File: src/rtl/tt_sweep_pkg.sv
// tt_sweep_pkg
// Shared types and sizes for the truth-table sweep controller.
//   sweep_state_t : sequencer states (idle, settle, sample, done)
//   N_VEC         : number of input vectors swept (all 3-bit combinations)
//   VEC_W         : width of the vector driven to the gate under test
//   MM_W          : width of the mismatch count (0..8 needs 4 bits)
package tt_sweep_pkg;

    localparam int N_VEC = 8;
    localparam int VEC_W = 3;
    localparam int MM_W  = 4;

    typedef enum logic [1:0] {
        ST_IDLE,
        ST_SETTLE,
        ST_SAMPLE,
        ST_DONE
    } sweep_state_t;

endpackage

File: src/rtl/tt_settle_timer.sv
// tt_settle_timer
// Counts the cycles an input vector has been held so the sequencer knows
// when the gate output has had time to settle.
// Ports:
//   clk      : clock, rising edge
//   rst      : asynchronous active-high reset
//   clear    : force the count back to zero (has priority over count_en)
//   count_en : advance the count by one this cycle
//   expire   : high while the count equals SETTLE-1, i.e. in the last
//              settle cycle of the current vector
module tt_settle_timer #(
    parameter int SETTLE = 4
) (
    input  logic clk,
    input  logic rst,
    input  logic clear,
    input  logic count_en,
    output logic expire
);

    localparam logic [7:0] LAST_COUNT = 8'(SETTLE - 1);

    logic [7:0] count_q;
    logic [7:0] count_d;

    // Next count: clearing wins so the sequencer can restart the settle
    // window for the next vector without any extra handshake.
    always_comb begin
        count_d = count_q;
        if (clear) begin
            count_d = '0;
        end else if (count_en) begin
            count_d = count_q + 8'd1;
        end
    end

    // Count register, zeroed by reset.
    always_ff @(posedge clk or posedge rst) begin
        if (rst) begin
            count_q <= '0;
        end else begin
            count_q <= count_d;
        end
    end

    assign expire = (count_q == LAST_COUNT);

endmodule

File: src/rtl/tt_sweep_ctrl.sv
// tt_sweep_ctrl
// Characterises a 3-input, 1-output combinational gate: drives all eight
// input vectors in turn, holds each for SETTLE cycles, samples the gate
// output, and reports the 8-bit truth-table signature, a pass flag and the
// number of bits that differ from EXPECTED.
// Ports:
//   clk       : clock, rising edge
//   rst       : asynchronous active-high reset
//   start     : single-cycle sweep request, honoured only when idle
//   abort     : (only with TT_SWEEP_ABORT_EN) cancel a running sweep
//   dut_in    : vector {in1,in2,in3} driven to the gate, 0 when not sweeping
//   dut_out   : gate output
//   busy      : high while settling or sampling
//   done      : one-cycle pulse when signature/pass/mismatch are final
//   signature : bit i holds the gate output sampled for vector i
//   pass      : signature matched EXPECTED
//   mismatch  : number of signature bits differing from EXPECTED
// Configuration macro: TT_SWEEP_ABORT_EN adds the abort input.
module tt_sweep_ctrl
    import tt_sweep_pkg::*;
#(
    parameter int         SETTLE   = 4,
    parameter logic [7:0] EXPECTED = 8'h60
) (
    input  logic             clk,
    input  logic             rst,
    input  logic             start,
`ifdef TT_SWEEP_ABORT_EN
    input  logic             abort,
`endif
    output logic [VEC_W-1:0] dut_in,
    input  logic             dut_out,
    output logic             busy,
    output logic             done,
    output logic [N_VEC-1:0] signature,
    output logic             pass,
    output logic [MM_W-1:0]  mismatch
);

    localparam logic [VEC_W-1:0] LAST_IDX = VEC_W'(N_VEC - 1);

    sweep_state_t     state_q, state_d;
    logic [VEC_W-1:0] index_q, index_d;
    logic [N_VEC-1:0] signature_q, signature_d;
    logic             pass_q, pass_d;
    logic [MM_W-1:0]  mismatch_q, mismatch_d;

    logic             timer_clear;
    logic             timer_en;
    logic             settle_expire;
    logic             abort_hit;
    logic [N_VEC-1:0] sampled_sig;
    logic [MM_W-1:0]  sampled_pop;

`ifdef TT_SWEEP_ABORT_EN
    assign abort_hit = abort;
`else
    assign abort_hit = 1'b0;
`endif

    tt_settle_timer #(
        .SETTLE (SETTLE)
    ) u_timer (
        .clk      (clk),
        .rst      (rst),
        .clear    (timer_clear),
        .count_en (timer_en),
        .expire   (settle_expire)
    );

    // The signature as it will look once the current sample is written.
    // Pass and mismatch are derived from this so that they are already
    // valid in the DONE cycle, alongside the done pulse.
    always_comb begin
        sampled_sig = signature_q;
        sampled_sig[index_q] = dut_out;
    end

    // Popcount of the differences between the completed signature and the
    // expected table.
    always_comb begin
        sampled_pop = '0;
        for (int i = 0; i < N_VEC; i++) begin
            sampled_pop = sampled_pop
                        + {{(MM_W-1){1'b0}}, sampled_sig[i] ^ EXPECTED[i]};
        end
    end

    // Sequencer next-state logic. The settle timer is held clear outside
    // SETTLE so every vector starts its settle window from zero. An abort
    // leaves the partial signature in place but drops pass/mismatch.
    always_comb begin
        state_d     = state_q;
        index_d     = index_q;
        signature_d = signature_q;
        pass_d      = pass_q;
        mismatch_d  = mismatch_q;
        timer_clear = 1'b1;
        timer_en    = 1'b0;

        case (state_q)
            ST_IDLE: begin
                if (start) begin
                    signature_d = '0;
                    pass_d      = 1'b0;
                    mismatch_d  = '0;
                    index_d     = '0;
                    state_d     = ST_SETTLE;
                end
            end
            ST_SETTLE: begin
                timer_clear = 1'b0;
                timer_en    = 1'b1;
                if (abort_hit) begin
                    pass_d     = 1'b0;
                    mismatch_d = '0;
                    state_d    = ST_IDLE;
                end else if (settle_expire) begin
                    state_d = ST_SAMPLE;
                end
            end
            ST_SAMPLE: begin
                if (abort_hit) begin
                    pass_d     = 1'b0;
                    mismatch_d = '0;
                    state_d    = ST_IDLE;
                end else begin
                    signature_d = sampled_sig;
                    if (index_q == LAST_IDX) begin
                        pass_d     = (sampled_sig == EXPECTED);
                        mismatch_d = sampled_pop;
                        state_d    = ST_DONE;
                    end else begin
                        index_d = index_q + 1'b1;
                        state_d = ST_SETTLE;
                    end
                end
            end
            ST_DONE: begin
                state_d = ST_IDLE;
            end
            default: begin
                state_d = ST_IDLE;
            end
        endcase
    end

    // State and result registers; reset discards any partial sweep.
    always_ff @(posedge clk or posedge rst) begin
        if (rst) begin
            state_q     <= ST_IDLE;
            index_q     <= '0;
            signature_q <= '0;
            pass_q      <= 1'b0;
            mismatch_q  <= '0;
        end else begin
            state_q     <= state_d;
            index_q     <= index_d;
            signature_q <= signature_d;
            pass_q      <= pass_d;
            mismatch_q  <= mismatch_d;
        end
    end

    assign busy      = (state_q == ST_SETTLE) || (state_q == ST_SAMPLE);
    assign done      = (state_q == ST_DONE);
    assign dut_in    = busy ? index_q : '0;
    assign signature = signature_q;
    assign pass      = pass_q;
    assign mismatch  = mismatch_q;

endmodule

File: config.mk
export PLATFORM = sky130hd
export DESIGN_NAME = tt_sweep_ctrl
export DESIGN_NICKNAME = d
export VERILOG_FILES = /design/src/rtl/tt_sweep_pkg.sv /design/src/rtl/tt_settle_timer.sv /design/src/rtl/tt_sweep_ctrl.sv
export SDC_FILE = /design/constraint.sdc
export NUM_CORES = 1
export LEC_CHECK = 0
export CAP_MARGIN = 25
export CORE_MARGIN = 2
export CORE_UTILIZATION = 50
export CTS_BUF_LIST = sky130_fd_sc_hd__clkbuf_8
export CTS_CLUSTER_SIZE = 25
export DETAILED_ROUTE_END_ITERATION = 12
export HOLD_SLACK_MARGIN = 0.06
export PLACE_DENSITY = 0.86
export SLEW_MARGIN = 20
export SYNTH_ARGS = -nofsm -noshare
export SYNTH_HDL_FRONTEND = slang
export SYNTH_SLANG_ARGS = --single-unit
File: constraint.sdc
create_clock -name clk -period 4.73 [get_ports clk]
set_input_delay 0.946 -clock clk [delete_from_list [all_inputs] [get_ports clk]]
set_output_delay 0.946 -clock clk [all_outputs]
set_load 0.1 [all_outputs]
==> results.md, run 1 <==
- Vias in the first global route: 1,227
- Area growth syn-to-layout: 17.99%
- Sequential area share after synthesis: 0.4050
- Max_cap viols: 0
- FF+latch area: 650.6 um2
- Longest Clk Path Bufs: 2
- Max-slew violation count: 0
- GRT overflow: 0
- Total CTS buffers: 3
- Startpoint Class: input pin
- CORE AREA: 3053 um2
- Cell Chain, Critical Path: clkdlybuf4s50_1 -> mux2i_1 -> fa_1 -> inv_1 -> fa_1 -> inv_1 -> fa_1 -> inv_1 -> ha_1 -> inv_1 -> fa_1 -> xor2_1 -> o31ai_1
- Nets: 200
- Routed Antenna Nets: 0
- DP HPWL: 2435 um
- Warnings from Yosys: 0
- Postcts setup bufs: 0
- Distinct cells, synth: 35
- CTS root buf: clkbuf_8
- CP peak stage delay: 0.63 ns
- Initial drt markers: 38
- WL final: 3341 um
- Setup violators final: 0
- Fin crit period: 4.333 ns
- # rows: 20
- Slew @ Worst Pin: 0.9875 ns
- Via count: 1,203
- Hold Vio Cnt, Final: 0
- Die H: 60.69 um
- Clk_lat worst skew: 0.28 ns
- Vias per cell: 5.395
- TNS Setup: 0 ns
- Most frequent cell after synthesis: dfrtp_1
- Synthesized instance count: 161
- Antenna violations before repair: 0
- Num Clock Sinks: 26
- Placer congestion estimate: 0.8322
- CTS resizes: 0
- Hold-fix buffers, CTS: 0
- CTS tree: done
- Share of the synthesized area in the top cell type: 0.4050
- Syn_nets: 181
- Outcome: finished, final reports clean
- CTS clk-pin slew, worst paths: 0.10 ns
- Post-route DRC: 0
- Multi-input logic area: 872.1 um2
- Fillers: 262
- Top cells by area, synth: dfrtp_1 40%, ha_1 9.3%, fa_1 5.0%
- Htree depth: 1
- Prevailing post-synth register cell: dfrtp_1
- Most frequent cells after synthesis: 26 x dfrtp_1, 19 x nand2_1, 14 x inv_1
- Worst hold-check path type: reg2reg
- Clock Skew: 0.006624 ns
- Worst Path Required: 4.91 ns
- # IOs: 22
- Crit path kind: in2reg
- #FFs+latches synth: 26
- Diodes inserted: 0
- CP Capture Type: flop
- Die Area: 3683 um2
- RSZ-0062 raised after global routing: no
- First-pass GRT wire length: 5609 um
- Mapped cell area: 1607 um2
- Avg Cell Area, Syn: 9.979 um2
- Die Width: 60.69 um
- Share of cells above drive strength 1: 0.06145
- Slew HR: 0.3396
- Final period utilization: 0.9160
- Routed length per instance: 14.98 um
- Critical path peak fanout: 8
- Slowest stage cell, crit path: clkdlybuf4s50_1
- Initial Util: 0.5262
- Largest area contributor in the netlist: dfrtp_1
- GRT Total Usage: 0.2015
- Share of async-settable or async-resettable flops after synthesis: 1.000
- DR pass1 iterations: 4
- Largest net degree at the start of global routing: 27
- Critical Path AT: 4.52 ns
- Max Freq: 0.2308 GHz
- IO buf count: 21
- Post-synth EDFFs: 0
-- cell usage in the layout (no fill, tap or decap), drive strengths merged, types with 2 or more instances in the layout --
cell            n
a21oi           4
a22o            2
a31oi           2
a32o            2
and2           11
and3            2
clkbuf          4
clkdlybuf4s50  21
dfrtp          26
fa              4
ha             12
inv            14
mux2            2
mux2i           7
nand2          19
nand3           6
nand3b          3
nor2            5
nor3b           2
o21ai          12
xnor2           4
xor2            3
-- cell families (layout without fill, tap and decap cells) --
group / Yosys count / in the layout / share of synthesized area
xor+xnor: 7 / 7 / 0.03816
buf+inv: 21 / 39 / 0.05218
mux: 9 / 9 / 0.05763
fa+ha+maj: 16 / 16 / 0.1433
compound gates: 28 / 28 / 0.1215
flops: 26 / 26 / 0.4050
simple gates: 54 / 54 / 0.1822
-- flip-flops by register name, summed over array words and instances, names as in the netlist --
| signal | flops |
|---|---|
| state_q | 2 |
| index_q | 3 |
| signature | 8 |
| pass | 1 |
| mismatch | 4 |
| u_timer.count_q | 8 |
-- metrics by stage --
stage	instance area [um2]	utilization	hold slack [ns]	instances	setup WS, ns
final	1896	0.6209	0.4684	223	0.3972
after global routing	1896	0.6209	0.4865	223	0.2458
after CTS	1896	0.6209	0.4719	223	0.3961
after detailed placement	1841	0.6029	0.4574	219	0.1503
after global placement	1841	0.6029	0.4422	219	0.3103
after floorplan	1607	-	0.4241	161	0.8498
-- layout make-up --
| cell class | instances | area share |
|---|---|---|
| timing repair buffer | 21 | 0.1109 |
| sequential | 26 | 0.3432 |
| multi-input combinational | 114 | 0.4601 |
| inverter | 14 | 0.02772 |
| tap | 44 | 0.02904 |
| clock buffer | 4 | 0.02904 |
-- worst paths after layout --
| path | startpoint | end | slack (ns) | depth (start not counted) |
|---|---|---|---|---|
| min in group asynchronous | rst | u_timer.count_q[7]$_DFF_PP0_ | 1.02 | 2 |
| max in group asynchronous | rst | signature[3]$_DFFE_PP0P_ | 3.34 | 2 |
| hold / removal | u_timer.count_q[0]$_DFF_PP0_ | u_timer.count_q[0]$_DFF_PP0_ | 0.47 | 1 |
| setup reg to reg | index_q[0]$_DFFE_PP0P_ | mismatch[2]$_DFFE_PP0P_ | 0.87 | 13 |
| setup / recovery | dut_out | mismatch[2]$_DFFE_PP0P_ | 0.40 | 13 |
| hold reg to reg | u_timer.count_q[0]$_DFF_PP0_ | u_timer.count_q[0]$_DFF_PP0_ | 0.47 | 1 |
-- worst max-delay path: cells and delay by family --
| family | cells | cell delay (ns) |
|---|---|---|
| buf+inv | 5 | 0.88 |
| compound gates | 1 | 0.21 |
| mux | 1 | 0.21 |
| xor+xnor | 1 | 0.16 |
| fa+ha+maj | 5 | 2.12 |
-- per-layer routing --
metal,up-vias,GRT usage,routed length (um)
li1,585,-,-
met1,580,0.2799,1543
met2,30,0.3241,1619
met3,8,0.02132,115
met4,0,0.08075,63
met5,-,0,0
Power of run 1 is not shown: default switching activity piles up to over one toggle a cycle in this logic, so the estimate is an artifact.
==> run 2, diff against run 1 <==
SLEW_MARGIN = not set   (was 20)
==> results.md, run 2 (synthesized netlist as in run 1, its figures left out) <==
- Outcome: finished, final reports clean
- Placer congestion estimate: 0.8322 (unchanged)
- Num Clock Sinks: 26 (unchanged)
- Startpoint Class: input pin
- Slew HR: 0.3414 (+0.001797)
- Initial drt markers: 43 (+13%)
- GRT Total Usage: 0.2015 (unchanged)
- Share of cells above drive strength 1: 0.06111 (-0.0003414)
- Cell Chain, Critical Path: clkdlybuf4s50_1 -> mux2i_1 -> fa_1 -> inv_1 -> fa_1 -> inv_1 -> fa_1 -> inv_1 -> ha_1 -> inv_1 -> fa_1 -> xor2_1 -> o31ai_1
- Routed length per instance: 15.22 um (+1.6%)
- CP peak stage delay: 0.64 ns (about the same)
- Max_cap viols: 0 (unchanged)
- Postcts setup bufs: 0 (unchanged)
- Largest net degree at the start of global routing: 27 (unchanged)
- Post-route DRC: 0 (unchanged)
- Post-layout util: 0.6299 (+0.009016)
- Area growth syn-to-layout: 19.70%
- Wire length on met3: 119 um (+3.5%)
- RSZ-0062 raised after global routing: no
- Die H: 60.69 um (unchanged)
- Hold Vio Cnt, Final: 0 (unchanged)
- Die Width: 60.69 um (unchanged)
- Critical Path AT: 4.52 ns (about the same)
- Fin crit period: 4.339 ns (+0.005896 ns)
- Final period utilization: 0.9173 (+0.001247)
- Vias in the first global route: 1,227 (unchanged)
- Met2 WL post-DR: 1645 um (+1.6%)
- GRT overflow: 0 (unchanged)
- Most frequent cells in the layout: 26 x dfrtp_1, 21 x clkdlybuf4s50_1, 19 x nand2_1
- IO buf count: 21 (unchanged)
- CORE AREA: 3053 um2 (unchanged)
- CTS clk-pin slew, worst paths: 0.09 ns (about the same)
- # rows: 20 (unchanged)
- WL final: 3410 um (+2.1%)
- DR pass1 iterations: 4 (unchanged)
- CTS resizes: 0 (unchanged)
- Crit path kind: in2reg
- Htree depth: 1 (unchanged)
- Vias per cell: 5.424 (+0.55%)
- Clk_lat worst skew: 0.27 ns (about the same)
- DP HPWL: 2435 um (unchanged)
- Setup violators final: 0 (unchanged)
- Worst Path Required: 4.91 ns (about the same)
- Slowest stage cell, crit path: clkdlybuf4s50_1
- Diodes inserted: 0 (unchanged)
- Slew @ Worst Pin: 0.9849 ns (-0.002687 ns)
- Met1 WL: 1587 um (+2.9%)
- Worst hold-check path type: reg2reg
- Commonest non-fill, non-tap cell in the layout: dfrtp_1
- Highest Signal Layer: met4
- Antenna violations before repair: 0 (unchanged)
- Die Area: 3683 um2 (unchanged)
- Critical path peak fanout: 8 (unchanged)
- TNS Setup: 0 ns (unchanged)
- First-pass GRT wire length: 5609 um (unchanged)
- Hold-fix buffers, CTS: 0 (unchanged)
- Nets: 201 (+0.50%)
- Worst Hold Slack: 0.4699 ns (+0.001499 ns)
- Max Freq: 0.2305 GHz (-0.14%)
- Max-slew violation count: 0 (unchanged)
- Clock Skew: 0.003584 ns (-0.003040 ns)
- CTS tree: done
- # IOs: 22 (unchanged)
- Initial Util: 0.5262 (unchanged)
- CTS root buf: clkbuf_8
- Via count: 1,215 (+1.0%)
- Longest Clk Path Bufs: 2 (unchanged)
- Routed Antenna Nets: 0 (unchanged)
- Total CTS buffers: 3 (unchanged)
- CP Capture Type: flop
## run 2: final cells by class
type	instances	area (um2)
multi-input combinational	114	872.1
inverter	14	52.55
clock buffer	4	55.05
fill	256	1130
sequential	26	650.6
tap	44	55.05
timing repair buffer	22	237.7
## run 2: layer usage
layer,up-vias,global-route usage
li1,584,-
met1,594,0.2799
met2,31,0.3241
met3,6,0.02132
met4,0,0.08075
met5,-,0
## run 2: critical path, delay by kind of cell
| kind | cells | cell delay [ns] |
|---|---|---|
| xor+xnor | 1 | 0.16 |
| mux | 1 | 0.21 |
| compound gates | 1 | 0.20 |
| buf+inv | 5 | 0.89 |
| fa+ha+maj | 5 | 2.12 |
## run 2: path summary, 6_finish.rpt
kind / startpoint / end / slack [ns] / depth (start not counted)
max: dut_out / mismatch[2]$_DFFE_PP0P_ / 0.39 / 13
min reg2reg: u_timer.count_q[0]$_DFF_PP0_ / u_timer.count_q[0]$_DFF_PP0_ / 0.47 / 1
min in group asynchronous: rst / u_timer.count_q[3]$_DFF_PP0_ / 0.86 / 2
min: u_timer.count_q[0]$_DFF_PP0_ / u_timer.count_q[0]$_DFF_PP0_ / 0.47 / 1
max reg2reg: index_q[0]$_DFFE_PP0P_ / mismatch[2]$_DFFE_PP0P_ / 0.85 / 13
max in group asynchronous: rst / signature[3]$_DFFE_PP0P_ / 3.49 / 3
## run 2: metrics by stage
step,worst slack (ns),std cells,cell area [um2]
after global placement,0.3103,219,1841
after global routing,0.2458,224,1923
after CTS,0.3961,223,1896
after detailed placement,0.1503,219,1841
final,0.3913,224,1923
after floorplan,0.8498,161,1607
Power of run 2 is left out for the same reason.
